File: src/rtl/imem_loader.sv
// Byte-stream program loader for the instruction memory: packs little-endian words,
// writes them from BASE_ADDR upward and holds the core in reset until the checksum matches.
module imem_loader #(
    parameter logic [31:0] BASE_ADDR = 32'h0000_1000,
    parameter int unsigned MAX_WORDS = 65535
) (
    input  logic        clk,
    input  logic        reset,
    input  logic        start,
    input  logic [7:0]  rx_data,
    input  logic        rx_valid,
    output logic        rx_ready,
    output logic        we,
    output logic [31:0] wa,
    output logic [31:0] wd,
    output logic [15:0] word_count,
    output logic        busy,
    output logic        done,
    output logic        error,
    output logic        cpu_hold
);

    localparam logic [2:0] S_IDLE  = 3'd0;
    localparam logic [2:0] S_LEN0  = 3'd1;
    localparam logic [2:0] S_LEN1  = 3'd2;
    localparam logic [2:0] S_DATA  = 3'd3;
    localparam logic [2:0] S_WRITE = 3'd4;
    localparam logic [2:0] S_CSUM  = 3'd5;
    localparam logic [2:0] S_DONE  = 3'd6;
    localparam logic [2:0] S_ERR   = 3'd7;

    localparam logic [31:0] L_MAX_32 = 32'(MAX_WORDS);
    localparam logic [15:0] L_MAX    = L_MAX_32[15:0];

    logic [2:0]  r_state;
    logic [15:0] r_len;
    logic [15:0] r_word_count;
    logic [31:0] r_word;
    logic [1:0]  r_idx;
    logic [7:0]  r_csum;
    logic [31:0] r_wa;
    logic [31:0] r_wd;

    logic        w_rx_ready;
    logic        w_accept;
    logic [15:0] w_len_full;
    logic [15:0] w_count_inc;

    // Every output is a pure decode of state or a register, so rx_valid/rx_data never reach an output.
    assign w_rx_ready  = (r_state == S_LEN0) || (r_state == S_LEN1) ||
                         (r_state == S_DATA) || (r_state == S_CSUM);
    assign w_accept    = rx_valid && w_rx_ready;
    assign w_len_full  = {rx_data, r_len[7:0]};
    assign w_count_inc = r_word_count + 16'd1;

    // NOTE: state registers use non-blocking assignments so every read in this block sees pre-edge values.
    always_ff @(posedge clk or posedge reset) begin
        if (reset) begin
            r_state      <= S_IDLE;
            r_len        <= '0;
            r_word_count <= '0;
            r_word       <= '0;
            r_idx        <= '0;
            r_csum       <= '0;
            r_wa         <= '0;
            r_wd         <= '0;
        end else begin
            case (r_state)
                S_IDLE, S_DONE, S_ERR: begin
                    if (start) begin
                        r_state      <= S_LEN0;
                        r_word_count <= '0;
                        r_idx        <= '0;
                        r_csum       <= '0;
                        r_word       <= '0;
                    end
                end
                S_LEN0: begin
                    if (w_accept) begin
                        r_len[7:0] <= rx_data;
                        r_state    <= S_LEN1;
                    end
                end
                S_LEN1: begin
                    if (w_accept) begin
                        r_len[15:8] <= rx_data;
                        if ((w_len_full == 16'd0) || (w_len_full > L_MAX))
                            r_state <= S_ERR;
                        else
                            r_state <= S_DATA;
                    end
                end
                S_DATA: begin
                    if (w_accept) begin
                        r_word[{r_idx, 3'b000} +: 8] <= rx_data;
                        r_csum <= r_csum ^ rx_data;
                        r_idx  <= r_idx + 2'd1;
                        if (r_idx == 2'd3) begin
                            // Address and data are captured here so they are stable throughout WRITE.
                            r_wd    <= {rx_data, r_word[23:0]};
                            r_wa    <= BASE_ADDR + {14'd0, r_word_count, 2'b00};
                            r_state <= S_WRITE;
                        end
                    end
                end
                S_WRITE: begin
                    r_word_count <= w_count_inc;
                    r_state      <= (w_count_inc == r_len) ? S_CSUM : S_DATA;
                end
                S_CSUM: begin
                    if (w_accept)
                        r_state <= (rx_data == r_csum) ? S_DONE : S_ERR;
                end
                default: r_state <= S_IDLE;
            endcase
        end
    end

    assign rx_ready   = w_rx_ready;
    assign we         = (r_state == S_WRITE);
    assign wa         = r_wa;
    assign wd         = r_wd;
    assign word_count = r_word_count;
    assign busy       = w_rx_ready || (r_state == S_WRITE);
    assign done       = (r_state == S_DONE);
    assign error      = (r_state == S_ERR);
    assign cpu_hold   = (r_state != S_DONE);

endmodule

File: config.mk
export PLATFORM = sky130hd
export DESIGN_NAME = imem_loader
export DESIGN_NICKNAME = d
export VERILOG_FILES = /design/src/rtl/imem_loader.sv
export SDC_FILE = /design/constraint.sdc
export NUM_CORES = 1
export LEC_CHECK = 0
export ABC_CLOCK_PERIOD_IN_PS = 3700
export CORE_ASPECT_RATIO = 1.5
export CORE_MARGIN = 8
export CORE_UTILIZATION = 57
export DETAILED_ROUTE_END_ITERATION = 8
export DONT_BUFFER_PORTS = 1
export HOLD_SLACK_MARGIN = 0.12
export PLACE_DENSITY = 0.73
export REMOVE_ABC_BUFFERS = 1
export SLEW_MARGIN = 25
export SYNTH_ARGS = -nofsm -noshare
export SYNTH_HDL_FRONTEND = slang
export SYNTH_SLANG_ARGS = --single-unit
File: constraint.sdc
create_clock -name clk -period 3.7 [get_ports clk]
set_input_delay 0.37 -clock clk [delete_from_list [all_inputs] [get_ports clk]]
set_output_delay 0.37 -clock clk [all_outputs]
set_load 0.02 [all_outputs]
* After elaboration in Yosys (flattened, before gate mapping)
Index checks and enable logic that the tools add are counted.
** Storage, ports and cells
- Register bits after elaboration :: 141
- Output and inout port bits :: 86
- Word-level logic and storage cells :: 73
** Operators by class
- Add/subtract/negate cells :: 4
- $lt $le $gt $ge :: 1
- Equal/unequal tests :: 17
- Shift-type cells :: 2
- Mux-type cells :: 22
- Bitwise gates (word level) :: 1
- Reductions and logical operators :: 17
** Operator list (number)
- two-way mux 32 bit :: 2
- case mux 32 bit (2 select lines) :: 1
- bitwise mux 32 bit :: 1
- case mux 16 bit (2 select lines) :: 1
- variable shift 8 x 7 -> 32 bit (first input constant) :: 1
- indexed part select 8 x 7 -> 32 bit :: 1
- two-way mux 3 bit :: 8
- adder 13 x 18 -> 19 bit (first input constant) :: 1
- case mux 3 bit (6 select lines) :: 1
- adder 16 x 1 -> 16 bit (second input constant) :: 1
- == test 16 bit :: 1
- greater-than comparator 16 bit (second input constant) :: 1
- zero test 16 bit :: 1
- two-way mux 16 bit :: 1
- two-way mux 8 bit :: 2
- case mux 8 bit (2 select lines) :: 1
- == test 3 bit (second input constant) :: 4
- inequality test 2 bit (second input constant) :: 5
- == test 8 bit :: 1
- XOR 8 bit :: 1
- negator 5 -> 7 bit :: 1
- == test 3 x 2 -> 1 bit (second input constant) :: 2
- AND reduction 2 bit :: 3
- AND reduction 3 bit :: 2
- other kinds (14) :: 20

* Longest topological paths before layout
- Depth after elaboration :: 7
- Depth in mapped cells :: 9

* Worst setup path after synthesis
Ideal clock, no wire load.
- Path type :: register to register
- Start point :: reg r_word_count[1] (netlist: word_count[1])
- End point :: reg r_state[1]
- Data arrival time :: 2.164 ns
- Setup slack :: 1.393 ns
- Stages on the path, launching flop included :: 9
- Period minus slack after synthesis :: 2.307 ns
- Cell sequence :: dfrtp_1 > ha_1 > nand3_2 > nor3_2 > xnor2_1 > a2111oi_0 > nand4b_1 > nor4_1 > o221ai_1
** On the way
- Longest elaborated chain between the ends :: 4
** Ends and longest elaborated chain
- from (decl) :: RTL line 37 : logic [15:0] r_word_count;
- from (signal assigned) :: RTL line 107 : r_word_count <= w_count_inc;
- adder 16 x 1 -> 16 bit :: RTL line 54 : assign w_count_inc = r_word_count + 16'd1;
- == test 16 bit :: RTL line 108 : r_state <= (w_count_inc == r_len) ? S_CSUM : S_DATA;
- two-way mux 3 bit :: RTL line 108
- case mux 3 bit (6 select lines) :: RTL line 68 : case (r_state)
- to (signal assigned) :: RTL line 108
- to (signal assigned) :: RTL line 112 : r_state <= (rx_data == r_csum) ? S_DONE : S_ERR;
- to (decl) :: RTL line 35 : logic [2:0] r_state;
Every way passes these cells.
A chain may end at the register's enable or synchronous reset.

* Final worst setup path
- Start point :: reg r_word_count[0] (netlist: word_count[0])
- End point :: reg r_state[1]
The elaborated chain is that of the path after synthesis.

==> metrics.txt <==
core area=0.0101 mm^2; Placed Cells=between 600 and 700; hold slack=0.128 ns; First DRT Iteration DRCs=254; io pins=98; DR vias=4304; status=complete, no violations; slew margin rel.=31.3%; min-delay worst type=in -> reg; Worst path slowest cell=dfrtp_1; # port buffers=0; Max Transition Viols Final=0; Fin. Hold Viols=0; Area contributors post-synth=dfrtp_1, mux2_2, o21ai_0; FP Rows=45; CP max stage delay=0.63 ns; Yosys top cell area share=about half; leak pwr=3.13 nW; largest net degree at the start of global routing=73; TritonCTS clock tree=done; Post-CTS Hold Fix Bufs=10; GPL Wtd Cong=~0.86; Setup Viol. Count Final=0; post-synth top area cell=dfrtp_1; H-tree depth=4; Final ANT Viol Nets=0; GR Util All Layers=21.0%; post-route setup slack=0.888 ns; Clock Path Buffers=2; Die W=99.2 um; Max Clk Rate=356 MHz; P&R area growth vs syn=12.8%; share of cells above drive strength 1=20.8%; Layout Nets=about 590; Final Cycle Share=76.0%; Initial Utilization=58.4%; Crit. End Element=register; Critical Path Start Type=register; register bit total from synthesis=118; Finished Layout Cells=699; WP data arrival=between 3 and 4 ns; die height=141 um; Area after DPL=0.00587 mm^2; Inserted Clock Buffers=17; pre-CTS setup slack=between 0.8 and 0.9 ns; post-DR vias/cell=around 6.2; RSZ-0062 raised after global routing=false; Reg clk slew, reported paths=0.05 ns; first-pass GRT wire length=23.2 mm; Cell variety after synth=62; number of global-route vias before repair=4404; post-CTS setup repair buffer count=0; critical path required time=3.96 ns; asr flop ratio synth=100%; worst setup path class=reg -> reg; maxcap violations=0; Layout Skew=0.0113 ns; First-pass DRT Iterations=5; final setup TNS=0 ns; post-synthesis sequential area ratio=49.9%; drt drc=0; CP cell instances=ha_1 -> nand3_2 -> nor4_4 -> nand2_1 -> xnor2_1 -> nand3_1 -> nor4_1 -> o221ai_1; DIE AREA=around 0.014 mm^2; worst skew pair latency=0.41 ns; YS warnings=0; # diodes=0; Worst VDD drop=~0.39 mV; CTS sink count=118; Synth top cells by count=dfrtp_1, nand2_1, mux2_2, o21ai_0, nor2_1; Mapped Area=0.00592 mm^2; CP Max Fanout=10; routed len/inst=20.6 um; post-route cell area=0.00668 mm^2; Layout Utilization=65.9%; CTS root buffer=clkbuf_16; Overflow after GRT=0; HPWL Detailed=between 9 and 10 mm; Cells after Synth=572; Power Dens Cells=713 mW/mm^2; most frequent cell after synthesis=dfrtp_1; cts repair resizes=0; Post-synth EDFFs=0; Least-Margin Pin Slew=1.02 ns; total power=about 4.8 mW; top_reg_cell synth=dfrtp_1; Tmin final=2.81 ns; Mapped Avg Cell Area=10.4 um^2; initial antenna violation count=0; Post-Route WL=14.4 mm
## state kept, by name, summed over array words and instances (netlist names)
signal	flops
r_len	16
r_state	3
r_csum	8
wd	32
word_count	16
r_word	24
r_idx	2
wa	17
## cell usage in the layout (no fill, tap or decap), types with 10 or more instances in the layout
master,n
a21oi_1,13
clkbuf_16,17
conb_1,15
dfrtp_1,118
dlygate4sd3_1,10
mux2_2,61
nand2_1,68
nand3_1,32
nor2_1,41
o21ai_0,57
xnor2_1,27
## routing by layer
metal / GRT usage (%) / up-vias / share of wire (%)
met5: 0 / - / 0
met4: 10.5 / 0 / 3.3
met3: 7.79 / 33 / 8.5
met2: 36.3 / 171 / 52
met1: 21.8 / 2136 / 37
li1: - / 1964 / -
## report_power, final
part	total, mW	switching (mW)	internal [mW]
sequential	1.77	0.267	1.50
clock	1.94	0.580	1.36
combinational	1.05	0.620	0.425
total	4.76	1.47	3.29
## area by class of cell
class	instances	area (um^2)
multi-input combinational	405	2680
timing repair buffer	17	153
inverter	10	40.0
tap	117	146
sequential	118	2950
clock buffer	19	453
fill	760	3460
clock inverter	13	250
## kinds of logic (layout without fill, tap and decap cells)
kind of cell	after synthesis	in the layout	synth area share [%]
AND/OR/NAND/NOR	190	190	16.1
adder cells (fa/ha/maj)	7	7	1.48
multiplexers	64	64	12.1
buffers and inverters	63	59	6.06
AO/OA/AOI/OAI	96	96	9.45
XOR/XNOR	33	33	4.88
flip-flops	118	118	49.9
other	1	15	0.0633
## critical path, delay by kind of cell, from the launching register on
family | cells | cell delay, ns
XOR/XNOR | 1 | 0.16
adder cells (fa/ha/maj) | 1 | 0.33
AND/OR/NAND/NOR | 5 | 1.37
AO/OA/AOI/OAI | 1 | 0.17
flip-flops | 1 | 0.63
## worst paths after layout
| kind | startpoint | end | slack (ns) | cells after the start |
|---|---|---|---|---|
| min reg2reg | r_word[19]$_DFFE_PP0P_ | r_word[19]$_DFFE_PP0P_ | 0.46 | 2 |
| max in group asynchronous | reset | wa[5]$_DFFE_PP0P_ | 2.20 | 3 |
| min | rx_data[2] | r_csum[2]$_DFFE_PP0P_ | 0.13 | 2 |
| max reg2reg | word_count[0]$_DFFE_PP0P_ | r_state[1]$_DFFE_PP0P_ | 0.89 | 8 |
| max | word_count[0]$_DFFE_PP0P_ | r_state[1]$_DFFE_PP0P_ | 0.89 | 8 |
| min in group asynchronous | reset | wa[18]$_DFFE_PP0P_ | 0.63 | 2 |
Note: power is estimated with default switching activity, not from simulation.
